**config.mk**
```make
export PLATFORM = sky130hd
export DESIGN_NAME = alu_cmd_sequencer
export DESIGN_NICKNAME = d
export VERILOG_FILES = /design/src/rtl/alu_pkg.sv /design/src/rtl/alu_cmd_sequencer.sv
export SDC_FILE = /design/constraint.sdc
export NUM_CORES = 1
export LEC_CHECK = 0
export CAP_MARGIN = 20
export CORE_ASPECT_RATIO = 0.8
export CORE_MARGIN = 1
export CORE_UTILIZATION = 44
export CTS_BUF_LIST = sky130_fd_sc_hd__clkbuf_4 sky130_fd_sc_hd__clkbuf_8
export DETAILED_ROUTE_END_ITERATION = 12
export PLACE_DENSITY = 0.82
export RECOVER_POWER = 50
export SYNTH_ARGS = -nofsm -noshare
export SYNTH_HDL_FRONTEND = slang
export SYNTH_SLANG_ARGS = --single-unit
```
**constraint.sdc**
```tcl
create_clock -name clk -period 1.8 [get_ports clk]
set_clock_uncertainty 0.1 [all_clocks]
set_input_delay 0.27 -clock clk [delete_from_list [all_inputs] [get_ports clk]]
set_output_delay 0.27 -clock clk [all_outputs]
set_load 0.01 [all_outputs]
```
**src/rtl/alu_pkg.sv**
```systemverilog
// Shared ALU opcodes, flag bit positions and command-sequencer state encoding.
package alu_pkg;

    localparam int unsigned OP_W  = 4;
    localparam int unsigned FLG_W = 4;

    localparam logic [OP_W-1:0] OP_SUM     = 4'd0;
    localparam logic [OP_W-1:0] OP_SUB     = 4'd1;
    localparam logic [OP_W-1:0] OP_NEG_B   = 4'd2;
    localparam logic [OP_W-1:0] OP_MULT    = 4'd3;
    localparam logic [OP_W-1:0] OP_AND     = 4'd4;
    localparam logic [OP_W-1:0] OP_OR      = 4'd5;
    localparam logic [OP_W-1:0] OP_NEG_A   = 4'd6;
    localparam logic [OP_W-1:0] OP_XOR     = 4'd7;
    localparam logic [OP_W-1:0] OP_SHIFT_L = 4'd8;
    localparam logic [OP_W-1:0] OP_SHIFT_R = 4'd9;
    localparam logic [OP_W-1:0] OP_MAX     = 4'd9;

    localparam int unsigned FLG_C = 3;
    localparam int unsigned FLG_V = 2;
    localparam int unsigned FLG_N = 1;
    localparam int unsigned FLG_Z = 0;

    typedef enum logic [2:0] {
        IDLE  = 3'd0,
        EXEC1 = 3'd1,
        EXEC2 = 3'd2,
        CAPT  = 3'd3,
        RESP  = 3'd4
    } seq_state_e;

endpackage

```
**src/rtl/alu_cmd_sequencer.sv**
```systemverilog
// Valid/ready command sequencer driving an external ALU with registered flags.
// Optional macro SEQ_OPCODE_CHECK_EN: opcodes above OP_MAX skip the ALU and respond with rsp_err.
module alu_cmd_sequencer
    import alu_pkg::*;
#(
    parameter int unsigned LENGTH = 5
) (
    input  logic                  clk,
    input  logic                  rst,
    input  logic                  cmd_valid,
    output logic                  cmd_ready,
    input  logic [OP_W-1:0]       cmd_op,
    input  logic [LENGTH-1:0]     cmd_a,
    input  logic [LENGTH-1:0]     cmd_b,
    output logic                  alu_enable,
    output logic [OP_W-1:0]       alu_control,
    output logic [LENGTH-1:0]     alu_a,
    output logic [LENGTH-1:0]     alu_b,
    input  logic [2*LENGTH-1:0]   alu_result,
    input  logic                  alu_carry,
    input  logic                  alu_overflow,
    input  logic                  alu_negative,
    input  logic                  alu_zero,
    output logic                  rsp_valid,
    input  logic                  rsp_ready,
    output logic [2*LENGTH-1:0]   rsp_result,
    output logic [FLG_W-1:0]      rsp_flags,
    output logic                  rsp_err
);

    localparam int unsigned RES_W = 2 * LENGTH;

    seq_state_e        state_q, state_d;
    logic [OP_W-1:0]   op_q, op_d;
    logic [LENGTH-1:0] a_q, a_d;
    logic [LENGTH-1:0] b_q, b_d;
    logic [RES_W-1:0]  res_q, res_d;
    logic [FLG_W-1:0]  flags_q, flags_d;
    logic              err_q, err_d;
    logic              ready_q, enable_q, valid_q;

    // Next state plus command and response payload capture
    always_comb begin
        state_d = state_q;
        op_d    = op_q;
        a_d     = a_q;
        b_d     = b_q;
        res_d   = res_q;
        flags_d = flags_q;
        err_d   = err_q;
        case (state_q)
            IDLE: begin
                if (cmd_valid) begin
                    op_d = cmd_op;
                    a_d  = cmd_a;
                    b_d  = cmd_b;
`ifdef SEQ_OPCODE_CHECK_EN
                    if (cmd_op > OP_MAX) begin
                        state_d = RESP;
                        res_d   = '0;
                        flags_d = '0;
                        err_d   = 1'b1;
                    end else begin
                        state_d = EXEC1;
                    end
`else
                    state_d = EXEC1;
`endif
                end
            end
            EXEC1: state_d = EXEC2;
            EXEC2: state_d = CAPT;
            CAPT: begin
                // N/Z/V are valid here: the second enabled cycle refreshed them from the new result
                state_d        = RESP;
                res_d          = alu_result;
                flags_d[FLG_C] = alu_carry;
                flags_d[FLG_V] = alu_overflow;
                flags_d[FLG_N] = alu_negative;
                flags_d[FLG_Z] = alu_zero;
                err_d          = 1'b0;
            end
            RESP: begin
                if (rsp_ready) begin
                    state_d = IDLE;
                end
            end
            default: state_d = IDLE;
        endcase
    end

    // State, payload and registered handshake/enable outputs
    always_ff @(posedge clk) begin
        if (rst) begin
            state_q  <= IDLE;
            op_q     <= '0;
            a_q      <= '0;
            b_q      <= '0;
            res_q    <= '0;
            flags_q  <= '0;
            err_q    <= 1'b0;
            ready_q  <= 1'b1;
            enable_q <= 1'b0;
            valid_q  <= 1'b0;
        end else begin
            state_q  <= state_d;
            op_q     <= op_d;
            a_q      <= a_d;
            b_q      <= b_d;
            res_q    <= res_d;
            flags_q  <= flags_d;
            err_q    <= err_d;
            ready_q  <= (state_d == IDLE);
            enable_q <= (state_d == EXEC1) || (state_d == EXEC2);
            valid_q  <= (state_d == RESP);
        end
    end

    assign cmd_ready   = ready_q;
    assign alu_enable  = enable_q;
    assign alu_control = op_q;
    assign alu_a       = a_q;
    assign alu_b       = b_q;
    assign rsp_valid   = valid_q;
    assign rsp_result  = res_q;
    assign rsp_flags   = flags_q;
    assign rsp_err     = err_q;

endmodule
```
==> metrics.md <==
| Metric | Value |
|---|---|
| Status | `completed` |
| Max H-tree Level | `2` |
| Worst-Margin Slew | `0.665 ns` |
| Top Ports | `64` |
| Final setup violation count | `0` |
| First drt pass iteration count | `4` |
| Largest net degree at the start of global routing | `37` |
| Worst R2R End | `rsp_result[0]$_SDFFE_PP0N_` |
| Nets | `approximately 240` |
| DR DRC count | `0` |
| Maximum single-stage delay on the critical path | `~0.61 ns` |
| Post-Route WL | `roughly 3100 um` |
| Top cells by area, synth | `dfxtp_1, nand2b_1, mux2i_1` |
| Post-Synthesis Cell Area | `between 1500 and 2000 sq um` |
| Data arrival time of the critical path | `1.22 ns` |
| CP Launch Type | `register` |
| Die ar. | `between 3000 and 4000 sq um` |
| Routed Antenna Nets | `0` |
| Hold Vio Cnt, Final | `0` |
| P_int | `~1.3 mW` |
| DP Worst Slack | `~0.14 ns` |
| WP data required | `between 1 and 1.5 ns` |
| RSZ-0062 raised after global routing | `false` |
| Number of synthesized register bits | `34` |
| Initial antenna violation count | `0` |
| Synthesized Nets | `approximately 180` |
| DRT iter0 DRCs | `37` |
| Worst r2r path cells | `2` |
| Worst R2R Start | `state_q[1]$_SDFF_PP0_` |
| Biggest area consumer among synthesized cells | `dfxtp_1` |
| Filler cells | `around 250` |
| Area growth, synth to finish | `46.7%` |
| Global routing's busiest layer | `met2` |
| PD cells | `782 nW/um^2` |
| Setup repair bufs after CTS | `0` |
| Worst-skew pair later-pin latency | `about 0.28 ns` |
| Diodes inserted | `0` |
| Switch share | `24.3%` |
| Total gr overflow | `0` |
| Worst setup EP type | `output pin` |
| Async S/R FF share, synth | `0%` |
| Setup Crit Path Kind | `register to output pin` |
| R2R setup slack | `~0.30 ns` |
| Post-CTS Resized | `0` |
| Layout cells sized above 1 | `7.28%` |
| CTS tree | `built` |
| Vias in the first global route | `1097` |
| First-pass GRT wire length | `about 4700 um` |
| DR WL/cell | `12.6 um` |
| Max stage delay cell, worst path | `dlygate4sd3_1` |
| VDD IR max | `between 400 and 500 uV` |
| Crit path max fanout | `2` |
| Cells after synthesis | `between 100 and 150` |
| Logic depth of the worst path, buffers included | `1` |
| Fin crit period | `about 1.6 ns` |
| Yosys warning total | `0` |
| Psw | `~420 uW` |
| Yosys cell types | `19` |
| CP top delay family | `buffers and inverters` |
| Clock power frac | `between 30% and 40%` |
| Chip height | `roughly 55 um` |
| Logic pwr share | `about a fifth` |
| Synth cell count leaders | `nand2b_1, dfxtp_1, mux2i_1` |
| # Max-Cap Violations | `0` |
| Via total after detailed routing | `1166` |
| TritonCTS Buffers | `5` |
| Met1 Use GR | `between 20% and 30%` |
| Setup TNS | `0 ns` |
| Area share of the largest cell type after synthesis | `between 40 and 50%` |
| Critical path origin | `rsp_result[7]$_SDFFE_PP0N_` |
| Mapped Avg Cell Area | `around 10 sq um` |
| Main flop type after synthesis | `dfxtp_1` |
| Final Wtd Congestion | `~0.80` |
| Leakage power | `~0.83 nW` |
| Crit path capture | `rsp_result[7]` |
| Power share of the sequential group | `between 40 and 50%` |
| Max-slew headroom | `55.7%` |
| Row cnt | `18` |
| # port buffers | `slightly above 60` |
| All-Layer GR Usage | `18.0%` |
| Worst-path cell chain | `dlygate4sd3_1` |
| Post-synthesis sequential area ratio | `~45%` |
| Count leader, synth | `nand2b_1` |
| Core Box Area | `roughly 3200 sq um` |
| Die width | `67.7 um` |
| WHS | `around 0.37 ns` |
| CTS Root Cell | `clkbuf_8` |
| Post-synth EDFFs | `0` |
| Worst path bufs/invs | `1` |
| Initial Utilization | `47.8%` |
| Hold_buf cts | `0` |
| Hold crit path type | `register to register` |
| Grt met3 use | `7.08%` |
| Grt met2 use | `between 20 and 30%` |
| Final Slew Violations | `0` |
| Fmax | `approximately 0.63 GHz` |
| FF/Latch Area | `around 700 sq um` |
| Clk slew on worst S/H paths | `~0.07 ns` |
| Post-route worst setup slack | `between 0.2 and 0.25 ns` |
| Post-route clock period utilization | `88.5%` |
| Via density | `approximately 4.7` |
| Hpwl dp | `about 2200 um` |
| CTS sink count | `34` |
| Multi-input gate area | `around 750 sq um` |
| Clock Path Buffers | `2` |
[worst register-to-register path, cell delays in order (launching register included)]
cell and delay (ns):
dfxtp_1 0.51, and3b_2 0.56, mux2i_1 0.25
[layer usage]
layer / wire (um) / up-vias
li1: - / 591
met1: 1380 / 518
met2: 1360 / 52
met3: 309 / 5
met4: 42 / 0
met5: 0 / -
[metrics by stage]
step / instances / cell area [sq um] / utilization, % / power (mW)
2_1_floorplan: 146 / 1520 / - / 1.02
3_3_place_gp: 238 / 2140 / 67.4 / 1.18
3_5_place_dp: 238 / 2140 / 67.4 / 1.19
4_1_cts: 246 / 2230 / 70.4 / 1.77
5_1_grt: 246 / 2230 / 70.2 / 1.83
6_report: 246 / 2230 / 70.2 / 1.74
[layout make-up]
cell class                 count  area share [%]
timing repair buffer          65            29.1
clock inverter                 2           0.561
clock buffer                   6            3.71
multi-input combinational     99            33.8
sequential                    34            30.5
tap                           40            2.25
[state kept, by name, summed over array words and instances, names as in the netlist]
register     count
rsp_result      10
alu_a            5
alu_b            5
alu_control      4
rsp_flags        4
state_q          3
alu_enable       1
cmd_ready        1
rsp_valid        1
[cell families (layout without fill, tap and decap cells)]
family | Yosys count | after routing | synth area share [%]
mux | 28 | 28 | 18.5
xor+xnor | 1 | 1 | 0.577
buf+inv | 13 | 73 | 5.60
flops | 34 | 34 | 44.8
simple gates | 66 | 66 | 28.3
other cells | 1 | 1 | 0.247
compound gates | 3 | 3 | 1.98
[power groups by stage]
stage	sequential, mW	combinational [mW]	clock (mW)
final	0.836	0.329	0.577
after global routing	0.844	0.355	0.633
after global placement	0.851	0.328	0
after detailed placement	0.853	0.337	0
after floorplan	0.859	0.160	0
after CTS	0.837	0.338	0.596
[layout by cell type, fill, tap and decap left out, drive strengths merged]
cell type      netlist  layout
dlygate4sd3          0       8
clkinv               0       1
or3                  1       1
mux2i               28      28
nor4b                2       2
nor4                 3       3
dfxtp               34      34
and3b                1       1
nor2                 2       2
xnor2                1       1
nor3                 1       1
clkdlybuf4s50        0      54
nand2b              56      56
clkinvlp             0       1
o31a                 1       1
clkbuf               7       8
buf                  6       1
o21ba                2       2
conb                 1       1
[worst min path at each step]
stage / startpoint / slack, ns / depth (start not counted) / end
floorplan: cmd_b[0] / 0.32 / 2 / alu_b[0]$_SDFFE_PP0P_
global placement: rsp_result[0]$_SDFFE_PP0N_ / 0.36 / 2 / rsp_result[0]$_SDFFE_PP0N_
detailed placement: rsp_result[3]$_SDFFE_PP0N_ / 0.37 / 2 / rsp_result[3]$_SDFFE_PP0N_
CTS: rsp_result[6]$_SDFFE_PP0N_ / 0.38 / 2 / rsp_result[6]$_SDFFE_PP0N_
global route: rsp_flags[1]$_SDFFE_PP0N_ / 0.39 / 2 / rsp_flags[1]$_SDFFE_PP0N_
finish: rsp_flags[1]$_SDFFE_PP0N_ / 0.37 / 2 / rsp_flags[1]$_SDFFE_PP0N_
(Power assumes the default switching activity.)
